File: config.mk
export PLATFORM = sky130hd
export DESIGN_NAME = floo_rob_slot_tracker_flat
export DESIGN_NICKNAME = d
export VERILOG_FILES = /design/src/rtl/floo_rob_slot_tracker_pkg.sv /design/src/rtl/floo_rob_slot_tracker_if.sv /design/src/rtl/floo_rob_slot_tracker.sv /design/src/flat_wrapper.sv
export SDC_FILE = /design/constraint.sdc
export NUM_CORES = 1
export LEC_CHECK = 0
export CORE_ASPECT_RATIO = 1.5
export CORE_UTILIZATION = 40
export DETAILED_ROUTE_END_ITERATION = 6
export PLACE_DENSITY = 0.58
export SETUP_SLACK_MARGIN = 0.02
export SYNTH_ARGS = -nofsm -noshare
export SYNTH_HDL_FRONTEND = slang
export SYNTH_SLANG_ARGS = --single-unit
File: constraint.sdc
create_clock -name clk_i -period 5.4 [get_ports clk_i]
set_input_delay 0.81 -clock clk_i [delete_from_list [all_inputs] [get_ports clk_i]]
set_output_delay 0.81 -clock clk_i [all_outputs]
set_load 0.02 [all_outputs]
File: src/rtl/floo_rob_slot_tracker_pkg.sv
// Shared types and defaults for the ROB slot tracker.
// Build option: FLOO_ROB_SLOT_TRACKER_ERR_EN enables the sticky error flag.
package floo_rob_slot_tracker_pkg;

  localparam int unsigned RobSizeDef = 64;
  localparam int unsigned MaxLenDef  = 3;
  localparam int unsigned IdxWDef    = $clog2(RobSizeDef);

  typedef logic [IdxWDef-1:0] rob_idx_t;

  // Slot i lies in the run [tail, tail+n) taken modulo a power-of-2 size.
  function automatic logic in_run(
    int unsigned i,
    int unsigned tail,
    int unsigned n,
    int unsigned size
  );
    return ((i - tail) & (size - 1)) < n;
  endfunction

endpackage

File: src/rtl/floo_rob_slot_tracker_if.sv
// Alloc / fill / pop channel bundle of the ROB slot tracker.
// Build option: FLOO_ROB_SLOT_TRACKER_ERR_EN (no effect on this file).
interface floo_rob_slot_tracker_if #(
  parameter int unsigned IdxW = 6
);

  logic            alloc_valid_i;
  logic [IdxW-1:0] alloc_len_i;
  logic            alloc_ready_o;
  logic [IdxW-1:0] alloc_idx_o;
  logic            fill_valid_i;
  logic [IdxW-1:0] fill_idx_i;
  logic            pop_valid_o;
  logic [IdxW-1:0] pop_idx_o;
  logic            pop_ready_i;

  modport slave (
    input  alloc_valid_i,
    input  alloc_len_i,
    output alloc_ready_o,
    output alloc_idx_o,
    input  fill_valid_i,
    input  fill_idx_i,
    output pop_valid_o,
    output pop_idx_o,
    input  pop_ready_i
  );

  modport master (
    output alloc_valid_i,
    output alloc_len_i,
    input  alloc_ready_o,
    input  alloc_idx_o,
    output fill_valid_i,
    output fill_idx_i,
    input  pop_valid_o,
    input  pop_idx_o,
    output pop_ready_i
  );

endinterface

File: src/rtl/floo_rob_slot_tracker.sv
// ROB slot allocator with out-of-order fill and in-order release.
// Build option: FLOO_ROB_SLOT_TRACKER_ERR_EN builds the sticky err_o logic.
module floo_rob_slot_tracker
  import floo_rob_slot_tracker_pkg::*;
#(
  parameter  int unsigned RobSize = RobSizeDef,
  parameter  int unsigned MaxLen  = MaxLenDef,
  localparam int unsigned IdxW    = $clog2(RobSize)
) (
  input  logic                    clk_i,
  input  logic                    rst_ni,
  floo_rob_slot_tracker_if.slave  bus,
  output logic [IdxW:0]           usage_o,
  output logic                    err_o
);

  localparam logic [IdxW:0] Size = (IdxW+1)'(RobSize);

  logic [IdxW-1:0]    head_q, tail_q;
  logic [IdxW:0]      count_q, count_d;
  logic [RobSize-1:0] alloc_q, alloc_d;
  logic [RobSize-1:0] filled_q, filled_d;

  logic [IdxW:0] n;
  logic          len_ok;
  logic          alloc_hs;
  logic          pop_hs;
  logic          fill_ok;

  assign n      = {1'b0, bus.alloc_len_i} + (IdxW+1)'(1);
  assign len_ok = 32'(bus.alloc_len_i) <= MaxLen;

  // Slots freed by a pop this cycle are deliberately not counted as free.
  assign bus.alloc_ready_o = len_ok && ((Size - count_q) >= n);
  assign bus.alloc_idx_o   = tail_q;
  assign alloc_hs          = bus.alloc_valid_i && bus.alloc_ready_o;

  assign bus.pop_valid_o = filled_q[head_q];
  assign bus.pop_idx_o   = head_q;
  assign pop_hs          = bus.pop_valid_o && bus.pop_ready_i;

  assign fill_ok = bus.fill_valid_i
                && alloc_q[bus.fill_idx_i]
                && !filled_q[bus.fill_idx_i];

  assign usage_o = count_q;

  always_comb begin
    alloc_d  = alloc_q;
    filled_d = filled_q;
    count_d  = count_q;
    if (alloc_hs) begin
      for (int unsigned i = 0; i < RobSize; i++) begin
        if (in_run(i, 32'(tail_q), 32'(n), RobSize)) begin
          alloc_d[i] = 1'b1;
        end
      end
      count_d = count_d + n;
    end
    if (fill_ok) begin
      filled_d[bus.fill_idx_i] = 1'b1;
    end
    if (pop_hs) begin
      alloc_d[head_q]  = 1'b0;
      filled_d[head_q] = 1'b0;
      count_d          = count_d - (IdxW+1)'(1);
    end
  end

  always_ff @(posedge clk_i or negedge rst_ni) begin
    if (!rst_ni) begin
      head_q   <= '0;
      tail_q   <= '0;
      count_q  <= '0;
      alloc_q  <= '0;
      filled_q <= '0;
    end else begin
      alloc_q  <= alloc_d;
      filled_q <= filled_d;
      count_q  <= count_d;
      if (alloc_hs) begin
        tail_q <= tail_q + n[IdxW-1:0];
      end
      if (pop_hs) begin
        head_q <= head_q + IdxW'(1);
      end
    end
  end

`ifdef FLOO_ROB_SLOT_TRACKER_ERR_EN
  logic err_q;
  logic err_set;

  assign err_set = (bus.fill_valid_i
                 && (!alloc_q[bus.fill_idx_i] || filled_q[bus.fill_idx_i]))
                || (alloc_hs && !len_ok);

  always_ff @(posedge clk_i or negedge rst_ni) begin
    if (!rst_ni) begin
      err_q <= 1'b0;
    end else if (err_set) begin
      err_q <= 1'b1;
    end
  end

  assign err_o = err_q;
`else
  assign err_o = 1'b0;
`endif

endmodule

File: src/flat_wrapper.sv
// flat-port wrapper written by rule: the top's interface ports become plain ports
module floo_rob_slot_tracker_flat import floo_rob_slot_tracker_pkg::*;
#(
  parameter  int unsigned RobSize = RobSizeDef,
  parameter  int unsigned MaxLen  = MaxLenDef,
  localparam int unsigned IdxW    = $clog2(RobSize)
)
  (clk_i, rst_ni, usage_o, err_o, bus_alloc_valid_i, bus_alloc_len_i, bus_alloc_ready_o, bus_alloc_idx_o, bus_fill_valid_i, bus_fill_idx_i, bus_pop_valid_o, bus_pop_idx_o, bus_pop_ready_i);
  floo_rob_slot_tracker_if #(.IdxW((6))) bus_i ();
  input  logic clk_i;
  input  logic rst_ni;
  output logic [IdxW:0] usage_o;
  output logic err_o;
  input wire logic [$bits(bus_i.alloc_valid_i)-1:0] bus_alloc_valid_i;
  input wire logic [$bits(bus_i.alloc_len_i)-1:0] bus_alloc_len_i;
  output wire logic [$bits(bus_i.alloc_ready_o)-1:0] bus_alloc_ready_o;
  output wire logic [$bits(bus_i.alloc_idx_o)-1:0] bus_alloc_idx_o;
  input wire logic [$bits(bus_i.fill_valid_i)-1:0] bus_fill_valid_i;
  input wire logic [$bits(bus_i.fill_idx_i)-1:0] bus_fill_idx_i;
  output wire logic [$bits(bus_i.pop_valid_o)-1:0] bus_pop_valid_o;
  output wire logic [$bits(bus_i.pop_idx_o)-1:0] bus_pop_idx_o;
  input wire logic [$bits(bus_i.pop_ready_i)-1:0] bus_pop_ready_i;
  assign bus_i.alloc_valid_i = bus_alloc_valid_i;
  assign bus_i.alloc_len_i = bus_alloc_len_i;
  assign bus_alloc_ready_o = bus_i.alloc_ready_o;
  assign bus_alloc_idx_o = bus_i.alloc_idx_o;
  assign bus_i.fill_valid_i = bus_fill_valid_i;
  assign bus_i.fill_idx_i = bus_fill_idx_i;
  assign bus_pop_valid_o = bus_i.pop_valid_o;
  assign bus_pop_idx_o = bus_i.pop_idx_o;
  assign bus_i.pop_ready_i = bus_pop_ready_i;
  floo_rob_slot_tracker #(.RobSize(RobSize), .MaxLen(MaxLen)) u_core (.clk_i(clk_i), .rst_ni(rst_ni), .bus(bus_i), .usage_o(usage_o), .err_o(err_o));
endmodule
; Yosys cells after proc, flatten, opt, wreduce, memory -nomap -nowiden
; Cells that the tools add are included.
[word_totals]
reg_bits = 147
wordCells = 237
out_inout_bits = 22
[op_classes]
bitwise_logic = 4
n_addsub = 70
n_reduce_logical = 8
order_cmp = 70
mux = 80
[op_table]
columns = operator, count
row1 = $lt 6x7->1, 64
row2 = $mux 64, 4
row3 = $sub 6x6->6 const A, 32
row4 = $and 64x64->64, 2
row5 = $sub 5x6->6 const A, 16
row6 = $mux 1, 69
row7 = $not 64->64, 1
row8 = $or 64x64->64, 1
row9 = $sub 4x6->6 const A, 8
row10 = $sub 3x6->6 const A, 4
row11 = $bmux 1 s6, 3
row12 = $lt 6x7->1 const B, 2
row13 = $mux 7, 2
row14 = $demux 1 s6, 2
row15 = $ge 6x1->1 const B, 2
row16 = $sub 1x6->6 const A, 2
row17 = $sub 2x6->6 const A, 2
row18 = $add 6x1->7 const B, 1
row19 = $add 7x7->7, 1
row20 = $ge 7x7->1, 1
row21 = $logic_and 1x1->1, 7
row22 = $sub 7x1->7 const B, 1
row23 = $sub 7x7->7 const A, 1
row24 = $add 6x1->6 const B, 1
row25 = 3 further kinds, 3

; Longest topological paths before layout
; Gate-level depths: netlist of the first run.
[depth]
depth_word = 8
depth_mapped = 17
depth_no_buf = 16

; Worst setup path before layout of the first run
; OpenSTA, ideal clock, no wires.
[synth_path]
path_kind = input to register
from = input bus_alloc_len_i[0]
to = register u_core.count_q[6], in the netlist u_core.usage_o[6]
path_buffers = 1
arrival_ps = 4939
required_ps = 5320
path_stages = 14
slack_ps = 381
cell_sequence = ha_1 > nand3_1 > xor2_1 > ha_1 > a31oi_1 > a21oi_1 > o21ai_1 > clkbuf_1 > nor2_1 > a21oi_1 > ha_1 > nand2_1 > o32ai_1 > xor2_1
[synth_between]
elab_chain_cells = 7
word_cells_on_any_way = 9
cone_classes = 3 x add/sub / 2 x order compare / 2 x mux / 2 x reduce/logical
[synth_rtl]
columns = element, line
row1 = start: declaration, flat_wrapper.sv:15  ; input wire logic [$bits(bus_i.alloc_len_i)-1:0] bus_alloc_len_i;
row2 = $add 6x1->7, floo_rob_slot_tracker.sv:30  ; assign n = {1'b0, bus.alloc_len_i} + (IdxW+1)'(1);
row3 = $ge 7x7->1, floo_rob_slot_tracker.sv:34  ; assign bus.alloc_ready_o = len_ok && ((Size - count_q) >= n);
row4 = $logic_and 1x1->1, floo_rob_slot_tracker.sv:34
row5 = $logic_and 1x1->1, floo_rob_slot_tracker.sv:36  ; assign alloc_hs = bus.alloc_valid_i && bus.alloc_ready_o;
row6 = $mux 7 *, floo_rob_slot_tracker.sv:52  ; if (alloc_hs) begin
row7 = $sub 7x1->7, floo_rob_slot_tracker.sv:66  ; count_d = count_d - (IdxW+1)'(1);
row8 = $mux 7 *, floo_rob_slot_tracker.sv:63  ; if (pop_hs) begin
row9 = via u_core.count_d[6], floo_rob_slot_tracker.sv:20  ; logic [IdxW:0] count_q, count_d;
row10 = end signal: assignment, floo_rob_slot_tracker.sv:80  ; count_q <= count_d;
row11 = end: declaration, floo_rob_slot_tracker.sv:20
; Mark *: on every way through the listed nets, which the timed path passes. The rest lies on a longest branch.
; A chain may end at the register's enable or synchronous reset.

; Final worst setup path of the first run
[layout_path]
from = input bus_alloc_len_i[0]
to = output bus_alloc_ready_o
[layout_between]
elab_chain_cells = 3
word_cells_on_any_way = 4
cone_classes = 1 x add/sub / 2 x order compare / 1 x reduce/logical
[layout_rtl]
columns = element, line
row1 = $add 6x1->7, floo_rob_slot_tracker.sv:30
row2 = $ge 7x7->1, floo_rob_slot_tracker.sv:34
row3 = $logic_and 1x1->1 *, floo_rob_slot_tracker.sv:34
row4 = end: declaration, flat_wrapper.sv:16  ; output wire logic [$bits(bus_i.alloc_ready_o)-1:0] bus_alloc_ready_o;
; Every way passes the cells marked *; elsewhere a longest branch is shown, timed or not.

==> results of run 1 <==
==> registers in the layout, summed over array words and instances (netlist names) <==
signal / cells
u_core.alloc_q: 64
u_core.bus.alloc_idx_o: 6
u_core.bus.pop_idx_o: 6
u_core.filled_q: 64
u_core.usage_o: 7
==> critical path, delay by kind of cell <==
family / cells / cell delay [ps]
buffers and inverters: 3 / 1350
AO/OA/AOI/OAI: 3 / 710
adder cells (fa/ha/maj): 2 / 550
AND/OR/NAND/NOR: 2 / 270
XOR/XNOR: 1 / 240
==> cell usage after synthesis (all sizes together) (7+ instances only) <==
cell type  instances
mux4              22
and3              11
or3                7
nand2             78
mux2i             15
maj3              29
a21oi            119
a22oi              9
xnor2             62
o22a              84
o21bai            20
inv               53
o21ai             46
a21o              38
nor2b             18
buf               36
xor2              25
clkbuf            62
nor2             182
a221oi            13
nand2b             9
nand3             18
a31oi             25
dfrtp            147
nor3              11
a21boi            10
mux2              16
ha                94
==> per-stage QoR <==
stage               total power, mW  std cells  instance area [um^2]
detailed placement             6.51       1708                 12700
finish                         7.84       1739                 13300
floorplan                      5.14       1339                 11900
CTS                            7.85       1739                 13300
global placement               6.42       1708                 12700
global route                   8.43       1739                 13300
==> routing by layer <==
layer	part of all wire (%)	up-vias	global-route usage [%]	routed length [um]
li1	-	4803	-	-
met1	39	5058	30.9	15300
met2	50	368	47.3	19700
met3	4.6	137	3.36	1820
met4	6.8	0	19.1	2700
met5	0	-	0	0
==> layout make-up <==
cell class	instances	share of cell area (%)
clock buffers	20	3.43
clock inverters	11	1.33
inverters	56	1.58
multi-input cells	1038	57.1
flip-flops and latches	147	27.7
well taps	390	3.67
repair buffers	77	5.20
==> how the worst max path moves through the flow <==
stage / startpoint / end / slack (ps)
final: bus_alloc_len_i[0] / bus_alloc_ready_o / 650
after global routing: bus_alloc_len_i[0] / bus_alloc_ready_o / 360
after CTS: bus_alloc_len_i[0] / bus_alloc_ready_o / 620
after detailed placement: bus_alloc_len_i[0] / bus_alloc_ready_o / 620
after global placement: bus_alloc_len_i[0] / bus_alloc_ready_o / 680
after floorplan: bus_alloc_len_i[0] / u_core.usage_o[6] / 380
==> report_power, final <==
part / total (mW) / switching, mW / internal (mW) / leakage (nW)
combinational: 4.62 / 2.58 / 2.03 / 3.63
clock: 1.30 / 0.504 / 0.799 / 0.295
sequential: 1.91 / 0.445 / 1.47 / 1.81
total: 7.84 / 3.53 / 4.30 / 5.73
==> kinds of logic (layout without fill, tap and decap cells) <==
logic type / Yosys count / count (layout) / share of synthesized area [%]
AOI/OAI and AO/OA: 405 / 405 / 23.5
and+or+nand+nor: 367 / 367 / 14.0
buffers and inverters: 154 / 164 / 5.38
DFF: 147 / 147 / 31.0
adders and majority gates: 125 / 125 / 12.7
xor gates and xnor gates: 87 / 87 / 6.43
muxes: 53 / 53 / 6.97
other: 1 / 1 / 0.0316
==> out/results.ini, run 1 <==
[run_status]
status = completed

[yosys]
syn_area_um2 = 11900
async_reset_ff_share_pct = 100
synthCells = 1339
yosysTopAreaCell = dfrtp_1
yosysUniqueCellTypes = 77
synth_nets = 1452
synth_edf_count = 0
syn_avg_cell_area_um2 = 8.85
ys_ff_latch = 147
yosysTopAreaCellShare_pct = 31.0
synth_area_leaders = dfrtp_1 31%, ha_1 9.9%, o22a_1 6.2%
yosys_warnings = 0
ys_seq_area_share_pct = 31.0
synth-main-ff-cell = dfrtp_1

[setup_path]
arrival_ps = 3940
cp_slowest_cell = clkdlybuf4s50_1
path_class = input pin to output port
worstRegToRegCells = 8
reg2reg_from = u_core.bus.pop_idx_o[0]
required_ps = 4590
rrSetupSlack_ps = 890
cpPeakStageDelay_ps = 630
crit_fanout = 9
reg2reg_to = u_core.filled_q[41]
startpoint_type = input pin
crit_chain = clkdlybuf4s50_1 -> ha_1 -> xor2_1 -> inv_1 -> ha_1 -> nand2_1 -> o21ai_0 -> a31oi_1 -> a21oi_1 -> or2_1 -> clkdlybuf4s50_1
critPathCaptureType = output port

[floorplan]
die_h_um = 213
io_pins = 39
core_um2 = 28900
num_rows = 76
die_area_um2 = 30300
start_util_pct = 41.0
die_w_um = 143

[drt]
wl_per_cell_um = 22.7
drtIter0Drc = 774
totalWireLength_um = 39500
ant_nets = 0
drc = 0
vias_per_cell = 5.96
num_vias = 10400
drt-pass1-iter-count = 6

[clocking]
cts_buffer_depth = 2
post_cts_buffers = 0
cts_buffers = 17
cts_tree = yes
cts_resized = 0
cts_sinks = 147
path_clk_slew_ps = 60
htree_levels = 4
cts-root-buf = clkbuf_16
clock_latency_ps = 440
hold_buffers = 0

[finish]
final_common_cell = nor2_1
fillers = 2842
final_cell_mix = 182 x nor2_1, 146 x dfrtp_1, 119 x a21oi_1, 94 x ha_1, 84 x o22a_1
final_util_pct = 46.0
nNetsFinal = 1450
regArea_um2 = 3680
areaGrowthSynthToFinish_pct = 12.2
num_antenna_cells = 0
multi_input_area_um2 = 7600
drive_gt1_share_pct = 9.56

[timing]
slew_violations = 0
setup_ws_ps = 646
fin_tns_setup_ps = 0
grt_setup_unrepaired = no
timing.fmax_mhz = 210
hold_ws_ps = 302
relSlewSlack_pct = 24.1
setup_viol = 0
post-route-period-util_pct = 88.0
worst_slew_pin_slew_ps = 1140
hold_viol_final = 0
min_period_ps = 4750
skew_ps = 8.58

[placement]
gp_congestion = 0.937
port_buffers = 37
dp_hpwl_um = 29000
pre_cts_slack_ps = 620

[pwr]
peakVddDrop_uv = 283
power_density_nw_per_um2 = 589
p_leak_nw = 5.73

[grt]
gr-total-overflow = 0
antenna_found_initial = 0
grt_pass1_wl_um = 61500
grt.total_usage_pct = 27.2
grt_pass1_vias = 10300
grt_max_degree = 82

[run]
max_cap_viol_count = 0

[hold_path]
hold_path.class = input pin to asynchronous set/reset pin

Power figures use the tool's default switching activity.
==> run 2, diff against run 1 <==
==> constraint.sdc (replaced) <==
create_clock -name clk_i -period 4.5 [get_ports clk_i]
set_input_delay 0.675 -clock clk_i [delete_from_list [all_inputs] [get_ports clk_i]]
set_output_delay 0.675 -clock clk_i [all_outputs]
set_load 0.02 [all_outputs]
==> out/results.ini, run 2 (synthesized netlist as in run 1, its figures left out) <==
[run_status]
status = completed

[finish]
num_antenna_cells = 0
drive_gt1_share_pct = 10.7
final_common_cell = nor2_1
final_cell_mix = 182 x nor2_1, 146 x dfrtp_1, 118 x a21oi_1, 94 x ha_1, 84 x o22a_1
areaGrowthSynthToFinish_pct = 12.9
nNetsFinal = 1466

[timing]
fin_tns_setup_ps = 0
setup_viol = 0
slew_violations = 0
relSlewSlack_pct = 31.1
hold_viol_final = 0
post-route-period-util_pct = 92.1
worst_slew_pin_slew_ps = 1030
grt_setup_unrepaired = no
skew_ps = 10.8
setup_ws_ps = 355
min_period_ps = 4140
timing.fmax_mhz = 241

[floorplan]
core_um2 = 28900
num_rows = 76
io_pins = 39
start_util_pct = 41.0
die_h_um = 213
die_area_um2 = 30300
die_w_um = 143

[setup_path]
path_class = input pin to output port
cp_top_family = buffers and inverters
worst-path-buf-inv = 3
rrSetupSlack_ps = 790
required_ps = 3830
startpoint_type = input pin
crit_fanout = 4
worstRegToRegCells = 11
reg2reg_to = u_core.alloc_q[42]
cp_slowest_cell = clkdlybuf4s50_1
cpPeakStageDelay_ps = 640
crit_chain = clkdlybuf4s50_1 -> ha_1 -> xor2_1 -> inv_1 -> ha_1 -> nand2_1 -> o21ai_0 -> a31oi_1 -> a21oi_2 -> or2_1 -> clkdlybuf4s50_1
reg2reg_from = u_core.bus.alloc_idx_o[1]
arrival_ps = 3470
critPathCaptureType = output port

[hold_path]
hold_path.class = input pin to asynchronous set/reset pin

[clocking]
cts_sinks = 147
path_clk_slew_ps = 60
cts-root-buf = clkbuf_16
post_cts_buffers = 0
htree_levels = 4
cts_buffers = 17
clock_latency_ps = 450
cts_buffer_depth = 2
cts_tree = yes

[placement]
dp_hpwl_um = 29300
port_buffers = 37
gp_congestion = 0.964
pre_cts_slack_ps = 252

[grt]
grt.total_usage_pct = 27.4
grt_max_degree = 87
gr-total-overflow = 0
grt_pass1_wl_um = 61300
grt_pass1_vias = 10300
antenna_found_initial = 0

[drt]
wl_per_cell_um = 22.6
drc = 0
ant_nets = 0
totalWireLength_um = 39700
num_vias = 10400
drtIter0Drc = 767
vias_per_cell = 5.95
drt-pass1-iter-count = 5

[pwr]
peakVddDrop_uv = 300
power_density_nw_per_um2 = 696
p_leak_nw = 5.78

[run]
max_cap_viol_count = 0

## run 2: cell types whose count changed in the layout (fill, tap and decap cells not counted), sizes merged
| cell | change |
|---|---|
| buf | +16 |
| clkbuf | +2 |
| clkinv | +2 |
| bufinv | -3 |
## run 2: timing repair
item	4_1_cts	5_1_grt
hold buffers	0	0
gates resized for setup	0	1
endpoints found under the setup margin	0	1
## run 2: worst max path at each step
stage | startpoint | end | slack [ps] | cells past startpoint
2_1_floorplan | bus_alloc_len_i[0] | u_core.usage_o[6] | 240 | 14
6_report | bus_alloc_len_i[0] | bus_alloc_ready_o | 360 | 11
3_3_place_gp | bus_alloc_len_i[0] | bus_alloc_ready_o | 290 | 11
3_5_place_dp | bus_alloc_len_i[0] | bus_alloc_ready_o | 250 | 11
4_1_cts | bus_alloc_len_i[0] | bus_alloc_ready_o | 250 | 11
5_1_grt | bus_alloc_len_i[0] | bus_alloc_ready_o | 60 | 11
## run 2: cell type report
| cell class | instances | area (um^2) |
|---|---|---|
| Fill cell | 2914 | 15500 |
| Multi-Input combinational cell | 1038 | 7600 |
| Sequential cell | 147 | 3680 |
| Timing Repair Buffer | 93 | 825 |
| Tap cell | 390 | 488 |
| Clock buffer | 22 | 474 |
| Inverter | 56 | 210 |
| Clock inverter | 10 | 100 |
## run 2: per-stage QoR
stage	area, um^2	hold WS (ps)	util, %	std cells	power [mW]
6_report	13400	280	46.3	1756	9.31
5_1_grt	13400	343	46.3	1756	10.0
4_1_cts	13400	324	46.3	1756	9.32
3_3_place_gp	12800	463	44.3	1724	7.75
2_1_floorplan	11900	379	-	1339	6.16
3_5_place_dp	12800	473	44.3	1724	7.87
## run 2: power by group
| group | switching [mW] | leakage, nW | internal, mW |
|---|---|---|---|
| Combinational | 3.08 | 3.70 | 2.49 |
| Clock | 0.595 | 0.269 | 0.807 |
| Sequential | 0.581 | 1.81 | 1.76 |
## run 2: metal layers
layer	track usage [%]	up-vias	routed length [um]
li1	-	4858	-
met1	30.9	5051	15400
met2	47.2	398	19800
met3	4.10	139	1840
met4	19.2	0	2670
met5	0	-	0
## run 2: worst reg2reg max path: cells and delay by family, from the launching register on
kind	cells	cell delay, ps
XOR/XNOR	1	220
flip-flops	1	670
adder cells (fa/ha/maj)	2	690
AO/OA/AOI/OAI	6	1410
AND/OR/NAND/NOR	1	410
buffers and inverters	1	260
